==> config.mk <==
export PLATFORM = sky130hd
export DESIGN_NAME = countdown_timer
export DESIGN_NICKNAME = d
export VERILOG_FILES = /design/src/rtl/countdown_timer.sv
export SDC_FILE = /design/constraint.sdc
export NUM_CORES = 1
export LEC_CHECK = 0
export CORE_ASPECT_RATIO = 0.5
export CORE_UTILIZATION = 58
export DETAILED_ROUTE_END_ITERATION = 7
export GPL_ROUTABILITY_DRIVEN = 0
export PLACE_DENSITY = 0.85
export SLEW_MARGIN = 0
export SYNTH_ARGS = -nofsm -noshare
export SYNTH_HDL_FRONTEND = slang
export SYNTH_SLANG_ARGS = --single-unit
==> constraint.sdc <==
create_clock -name CLOCK_50 -period 6.7 [get_ports CLOCK_50]
set_clock_uncertainty 0.15 [all_clocks]
set_input_delay 1.34 -clock CLOCK_50 [delete_from_list [all_inputs] [get_ports CLOCK_50]]
set_output_delay 1.34 -clock CLOCK_50 [all_outputs]
set_load 0.1 [all_outputs]
==> src/rtl/countdown_timer.sv <==
// Loadable down-counter with a clock prescaler, run/pause control and an expiry flag.
// Optional build macro: COUNTDOWN_AUTORELOAD_EN restarts the count from the last loaded value on expiry.
module countdown_timer #(
    parameter int n        = 10,
    parameter int TICK_DIV = 50000
) (
    input  logic         CLOCK_50,
    input  logic         Reset,
    input  logic         Load,
    input  logic [n-1:0] Value,
    input  logic         Go,
    output logic [n-1:0] Count,
    output logic         Running,
    output logic         Done,
    output logic         Expire
);

    localparam int PW = (TICK_DIV > 2) ? $clog2(TICK_DIV) : 1;
    localparam logic [PW-1:0] PRESCALE_MAX = PW'(TICK_DIV - 1);

    typedef enum logic [1:0] {
        IDLE,
        RUN,
        PAUSED,
        DONE
    } state_t;

    state_t         state;
    state_t         state_nxt;
    logic [n-1:0]   count_nxt;
    logic [n-1:0]   reload;
    logic [n-1:0]   reload_nxt;
    logic [PW-1:0]  prescale;
    logic [PW-1:0]  prescale_nxt;
    logic           go_prev;
    logic           go_event;
    logic           tick;
    logic           expire_nxt;

    assign go_event = Go & ~go_prev;
    assign tick     = (state == RUN) && (prescale == PRESCALE_MAX);

    always_ff @(posedge CLOCK_50) begin
        if (Reset) begin
            state    <= IDLE;
            Count    <= '0;
            reload   <= '0;
            prescale <= '0;
            go_prev  <= 1'b0;
            Running  <= 1'b0;
            Done     <= 1'b0;
            Expire   <= 1'b0;
        end else begin
            state    <= state_nxt;
            Count    <= count_nxt;
            reload   <= reload_nxt;
            prescale <= prescale_nxt;
            go_prev  <= Go;
            Running  <= (state_nxt == RUN);
            Done     <= (state_nxt == DONE);
            Expire   <= expire_nxt;
        end
    end

    always_comb begin
        state_nxt    = state;
        count_nxt    = Count;
        reload_nxt   = reload;
        prescale_nxt = prescale;
        expire_nxt   = 1'b0;

        if (Load) begin
            count_nxt    = Value;
            reload_nxt   = Value;
            prescale_nxt = '0;
            state_nxt    = IDLE;
        end else if (go_event) begin
            // A go event pre-empts a coincident tick: the pause keeps the count as is.
            case (state)
                IDLE: begin
                    if (Count != '0) begin
                        state_nxt    = RUN;
                        prescale_nxt = '0;
                    end
                end
                RUN:     state_nxt = PAUSED;
                PAUSED:  state_nxt = RUN;
                default: state_nxt = state;
            endcase
        end else if (state == RUN) begin
            if (tick) begin
                prescale_nxt = '0;
                if (Count == n'(1)) begin
                    expire_nxt = 1'b1;
`ifdef COUNTDOWN_AUTORELOAD_EN
                    if (reload != '0) begin
                        count_nxt = reload;
                    end else begin
                        count_nxt = '0;
                        state_nxt = DONE;
                    end
`else
                    count_nxt = '0;
                    state_nxt = DONE;
`endif
                end else if (Count != '0) begin
                    count_nxt = Count - n'(1);
                end
            end else begin
                prescale_nxt = prescale + PW'(1);
            end
        end
    end

endmodule

==> metrics.yaml, run 1 <==
hold_buffers: 0
synth_edf_count: 0
worstSetupEndpoint: "Count[2]"
cts_buffer_depth: 2
antenna_cells: 0
crit_path_end_kind: "flop"
ys_ff_latch: 32
syn_area_per_cell_um2: 8.27
cts_tree: "done"
syn-num-nets: 239
setup_viol: 0
synth_top_flop_cell: "dfxtp_1"
cap_violations: 0
postRouteAntennaNets: 0
pwr_density_cell_nw_per_um2: 230
fp.dieW_um: 81.4
hold_ws_ns: 0.357
track_usage_pct: 29.7
syn_area_um2: 1830
cts-buffers-inserted: 5
tightest_slew_ns: 1.14
first_pass_iters: 5
drc: 0
slew_violations: 0
grtUsageMet3_pct: 8.35
clkLatencyLatePin_ns: 0.29
fin_setup_tns_ns: 0
start_util_pct: 65.7
finalPower_mw: 0.504
die-area_um2: 3390
met2_usage_pct: 46.7
cp_slowest_cell: "a31oi_1"
vias: 1866
ys_warn_count: 0
cts-root-buf: "clkbuf_8"
cts_resized: 0
fillCellCount: 184
grt_use_met1_pct: 38.4
ios: 27
synth.distinct_cells: 52
drt_iter0_drc: 108
rows: 13
grt_max_degree: 21
required_ns: 6.74
clkTransAtPathRegs_ns: 0.07
seq_area_frac_synth_pct: 35.1
regToRegSetupSlack_ns: 3.80
wl_per_cell_um: 16.5
hp-class: "flop to flop"
post_cts_buffers: 0
cp-start-kind: "input pin"
fin_crit_sh_pct: 52.6
cp_max_fo: 14
grt_busiest_layer: "met2"
path_cells: "clkdlybuf4s50_1 > nand2b_1 > and2_1 > a31oi_1 > o22ai_1 > and3b_1"
fmax_mhz: 284
critPathKind: "input pin to flop"
routed_wl_um: 4640
io_buffers: 26
cts.sinks: 32
fp.dieH_um: 41.7
fin_crit_ns: 3.53
startpoint: "Go"
drive_gt1_share_pct: 5.71
ir_worst_vdd_mv: 0.163
grt_pass1_wl_um: 7670
max_slew_margin_pct: 23.8
cp_slowest_stage_delay_ns: 0.92
synthArstFlopShare_pct: 0
grt_pass1_vias: 1678
rr_startpoint: "Count[5]"
leakagePower_nw: 0.791
h-tree-depth: 2
antenna_found_initial: 0
timing.rr.end: "Count[2]"
core_um2: 2780
dp_hpwl_um: 3200
syn_to_final_growth_pct: 20.1
netlist_instances: 221
rr_worst_depth: 5
drt-vias-per-instance: 6.62
arrival_ns: 3.56
gr-total-overflow: 0
status: "finished, final reports clean"
rsz0062_at_grt: "false"
finalHoldViolCount: 0
fin_nets: 262
## worst min path at each step
stage / start / endpoint / slack (ns) / depth (start not counted)
after global placement: prescale[3] / prescale[3] / 0.32 / 1
final: prescale[1] / prescale[1] / 0.36 / 2
after CTS: prescale[3] / prescale[3] / 0.35 / 1
after global routing: prescale[1] / prescale[1] / 0.37 / 2
after floorplan: prescale[3] / prescale[3] / 0.30 / 1
after detailed placement: prescale[3] / prescale[3] / 0.33 / 1
## cell usage after synthesis, types with 3 or more instances
master | n | share of area (%)
xnor2_1 | 3 | 1.4
dfxtp_1 | 32 | 35
inv_1 | 7 | 1.4
or3_1 | 3 | 1.0
nor3_1 | 16 | 4.4
nand2_1 | 17 | 3.5
o211ai_1 | 3 | 1.2
a21oi_1 | 10 | 2.7
nor2b_1 | 5 | 1.7
nor4_1 | 3 | 1.0
a221oi_1 | 5 | 2.4
nand3_1 | 13 | 3.6
nand4_1 | 3 | 1.0
nor2_1 | 15 | 3.1
clkbuf_1 | 8 | 1.6
a311oi_1 | 5 | 2.4
o21ai_0 | 7 | 1.9
a22oi_1 | 3 | 1.2
a22o_1 | 4 | 1.9
and2_1 | 3 | 1.0
ha_1 | 4 | 2.7
or4_1 | 3 | 1.2
a211oi_1 | 4 | 1.6
a31oi_1 | 6 | 2.1
nand2b_1 | 4 | 1.4
## per-stage QoR
step	area, um2	setup WS, ns	util (%)	std cells
2_1_floorplan	1830	3.82	-	221
3_3_place_gp	2090	2.96	75.0	274
3_5_place_dp	2090	2.91	75.0	274
4_1_cts	2190	3.20	78.9	282
5_1_grt	2190	3.00	78.9	282
6_report	2190	3.17	78.9	282
## where the power goes
group          switching (mW)  internal [mW]
registers             0.00765          0.196
logic                  0.0789         0.0382
clock network          0.0729          0.110
## cell families after synthesis
logic type	count (synthesis)	share of synthesized area, %
DFF	32	35.1
adders and majority gates	4	2.74
and+or+nand+nor	101	31.4
buffers and inverters	17	3.97
AOI/OAI and AO/OA	61	23.8
xor gates and xnor gates	4	1.92
muxes	2	1.10
## final cells by class
class	count	area, um2	share of cell area [%]
clock inverters	2	35.0	1.60
clock buffers	6	72.6	3.31
repair buffers	26	260	11.9
multi-input cells	172	1110	50.7
well taps	37	46.3	2.11
inverters	7	26.3	1.20
flip-flops and latches	32	641	29.2
## worst max-delay path, delay by kind of cell
family                 cells  cell delay (ns)
AND/OR/NAND/NOR            3             0.61
AO/OA/AOI/OAI              2             1.10
buffers and inverters      1             0.50
## placed cells by master (no fill, tap or decap), types with 4 or more instances in the layout
master	count
a211oi_1	4
nand3_1	13
a311oi_1	5
nor3_1	16
nor2_1	15
nand2_1	17
clkbuf_8	5
nor2b_1	5
a31oi_1	6
o21ai_0	7
nand2b_1	4
clkdlybuf4s50_1	26
dfxtp_1	32
a22o_1	4
a21oi_1	10
inv_1	7
a221oi_1	5
ha_1	4
## layer usage
| layer | wire length, um | vias up |
|---|---|---|
| met1 | 2050 | 875 |
| met2 | 2130 | 84 |
| li1 | - | 891 |
| met4 | 112 | 0 |
| met3 | 346 | 16 |
| met5 | 0 | - |
## flip-flops by register name, indices dropped and copies added (netlist names)
name      cells
state         2
prescale     16
Expire        1
Count        10
Done          1
Running       1
go_prev       1
Note: power is estimated with default switching activity, not from simulation.
==> inputs of run 2 (changes only) <==
Settings changed: CORE_UTILIZATION 58 to 48, PLACE_DENSITY 0.85 to 0.75.
Clock period 6.7 ns to 3.22 ns, I/O delays scaled along.
==> run 2 against run 1 <==
Effect of this change: worst hold slack worse by 0.0096 ns; combinational power up 110%; largest power group unchanged; critical endpoint is now prescale[2]; die area is 20% higher; design area increased by 0.34%.
==> metrics.yaml, run 2 (synthesis results as in run 1) <==
status: "finished, final reports clean"  # unchanged
syn_to_final_growth_pct: 20.5  # was 20.1%
antenna_cells: 0  # unchanged
finalPower_mw: 0.991  # was 0.504 mW
clkLatencyLatePin_ns: 0.29  # about the same
crit_path_end_kind: "flop"  # unchanged
rows: 15  # was 13
layout_commonest_cell: "dfxtp_1"  # unchanged
fmax_mhz: 390
cap_violations: 0  # unchanged
cp_max_fo: 9  # was 14
dp_worst_setup_slack_ns: 0.377  # was 2.91 ns
grt_pass1_vias: 1594  # was 1678
largest_registers: "prescale x16, Count x10, state x2"  # unchanged
required_ns: 3.25  # was 6.74 ns
placed_cells: 293  # was 274
rsz0062_at_grt: "false"  # unchanged
cp_slowest_stage_delay_ns: 0.49  # was 0.92 ns
drive_gt1_share_pct: 13.2  # was 5.71%
cpMostUsedCell: "a22o_1"
critPathKind: "input pin to flop"  # unchanged
cts_buffer_depth: 2  # unchanged
fin_setup_tns_ns: 0  # unchanged
fin_nets: 267  # was 262
io_buffers: 26  # unchanged
cts-root-buf: "clkbuf_8"  # unchanged
ir_worst_vdd_mv: 0.172  # was 0.163 mV
leakagePower_nw: 0.834  # was 0.791 nW
post_cts_buffers: 0  # unchanged
gr-total-overflow: 0  # unchanged
regMostFlops: "prescale"  # unchanged
final_cell_mix: "dfxtp_1 (32), buf_4 (18), nand2_1 (17)"  # was dfxtp_1 (32), clkdlybuf4s50_1 (26), nand2_1 (17)
fp.dieW_um: 89.2  # was 81.4 um
grt_pass1_wl_um: 7220  # was 7670 um
arrival_ns: 2.60  # was 3.56 ns
finalHoldViolCount: 0  # unchanged
path_cells: "clkdlybuf4s50_1 > nor2b_1 > xnor2_1 > or3_1 > a22o_1 > a22o_1"  # was clkdlybuf4s50_1 > nand2b_1 > and2_1 > a31oi_1 > o22ai_1 > and3b_1
h-tree-depth: 2  # unchanged
cts_tree: "done"  # unchanged
setup_viol: 0  # unchanged
fin_ws_ns: 0.653  # was 3.17 ns
grt_max_degree: 20  # was 21
first_pass_iters: 4  # was 5
max_slew_margin_pct: 47.1  # was 23.8%
hold_buffers: 0  # unchanged
wl_per_cell_um: 14.7  # was 16.5 um
final_cells: 301  # was 282
routed_wl_um: 4430  # was 4640 um
cts-buffers-inserted: 5  # unchanged
clkTransAtPathRegs_ns: 0.07  # about the same
slew_violations: 0  # unchanged
cp-start-kind: "input pin"  # unchanged
ios: 27  # unchanged
drt-vias-per-instance: 6.12  # was 6.62
core_um2: 3530  # was 2780 um2
largest_reg_flops: 16  # unchanged
final_core_util_pct: 62.4  # was 78.9%
cts.sinks: 32  # unchanged
crit_family: "simple AND/OR/NAND/NOR gates"  # was compound AO/OA/AOI/OAI gates
fin_crit_sh_pct: 79.7
fin_crit_ns: 2.57
cp_slowest_cell: "clkdlybuf4s50_1"  # was a31oi_1
die-area_um2: 4070  # was 3390 um2
start_util_pct: 51.8  # was 65.7%
vias: 1843  # was 1866
postRouteAntennaNets: 0  # unchanged
antenna_found_initial: 0  # unchanged
track_usage_pct: 23.7  # was 29.7%
drt_iter0_drc: 75  # was 108
hp-class: "flop to flop"  # unchanged
drc: 0  # unchanged
fp.dieH_um: 45.6  # was 41.7 um
critPathBufInv: 1  # unchanged
pwr_density_cell_nw_per_um2: 450  # was 230 nW/um2
cts_resized: 0  # unchanged
tightest_slew_ns: 0.786  # was 1.14 ns
dp_hpwl_um: 3130  # was 3200 um
[run 2: changes by cell type in the layout (fill, tap and decap cells not counted), sizes merged]
cell           change
clkinv             +1
clkdlybuf4s50     -13
bufinv             -1
buf               +18
[run 2: stage by stage]
| stage | hold slack, ns | instance area, um2 |
|---|---|---|
| 2_1_floorplan | 0.299 | 1830 |
| 4_1_cts | 0.344 | 2200 |
| 3_5_place_dp | 0.333 | 2110 |
| 5_1_grt | 0.370 | 2200 |
| 3_3_place_gp | 0.330 | 2110 |
| 6_report | 0.347 | 2200 |
[run 2: final cells by class]
type,count,area (um2)
Tap cell,51,63.8
Multi-Input combinational cell,172,1110
Clock inverter,2,10.0
Inverter,7,26.3
Fill cell,324,1330
Timing Repair Buffer,31,265
Sequential cell,32,641
Clock buffer,6,82.6
[run 2: final timing paths]
check / slack [ns] / end / cells past startpoint / startpoint
setup / recovery: 0.65 / prescale[2] / 6 / Go
hold / removal: 0.35 / prescale[1] / 2 / prescale[1]
setup reg to reg: 0.67 / prescale[13] / 5 / prescale[7]
hold reg to reg: 0.35 / prescale[1] / 2 / prescale[1]
[run 2: where the power goes]
part	internal [mW]	switching (mW)	leakage [nW]
registers	0.408	0.0160	0.260
logic	0.0811	0.164	0.522
clock network	0.170	0.151	0.0510
total	0.659	0.332	0.834
[run 2: layer usage]
metal	global-route usage, %	share of wire, %	vias up
met5	0	0	-
met4	8.25	0.88	0
met3	5.43	4.7	5
met2	38.9	47	48
met1	31.2	47	887
li1	-	-	903
[run 2: worst register-to-register path, cell delays in order, from the launching register on]
cell	delay [ns]
dfxtp_1	0.40
or4b_4	0.61
nor4_4	0.56
a211oi_2	0.25
and3_1	0.22
a211o_1	0.25
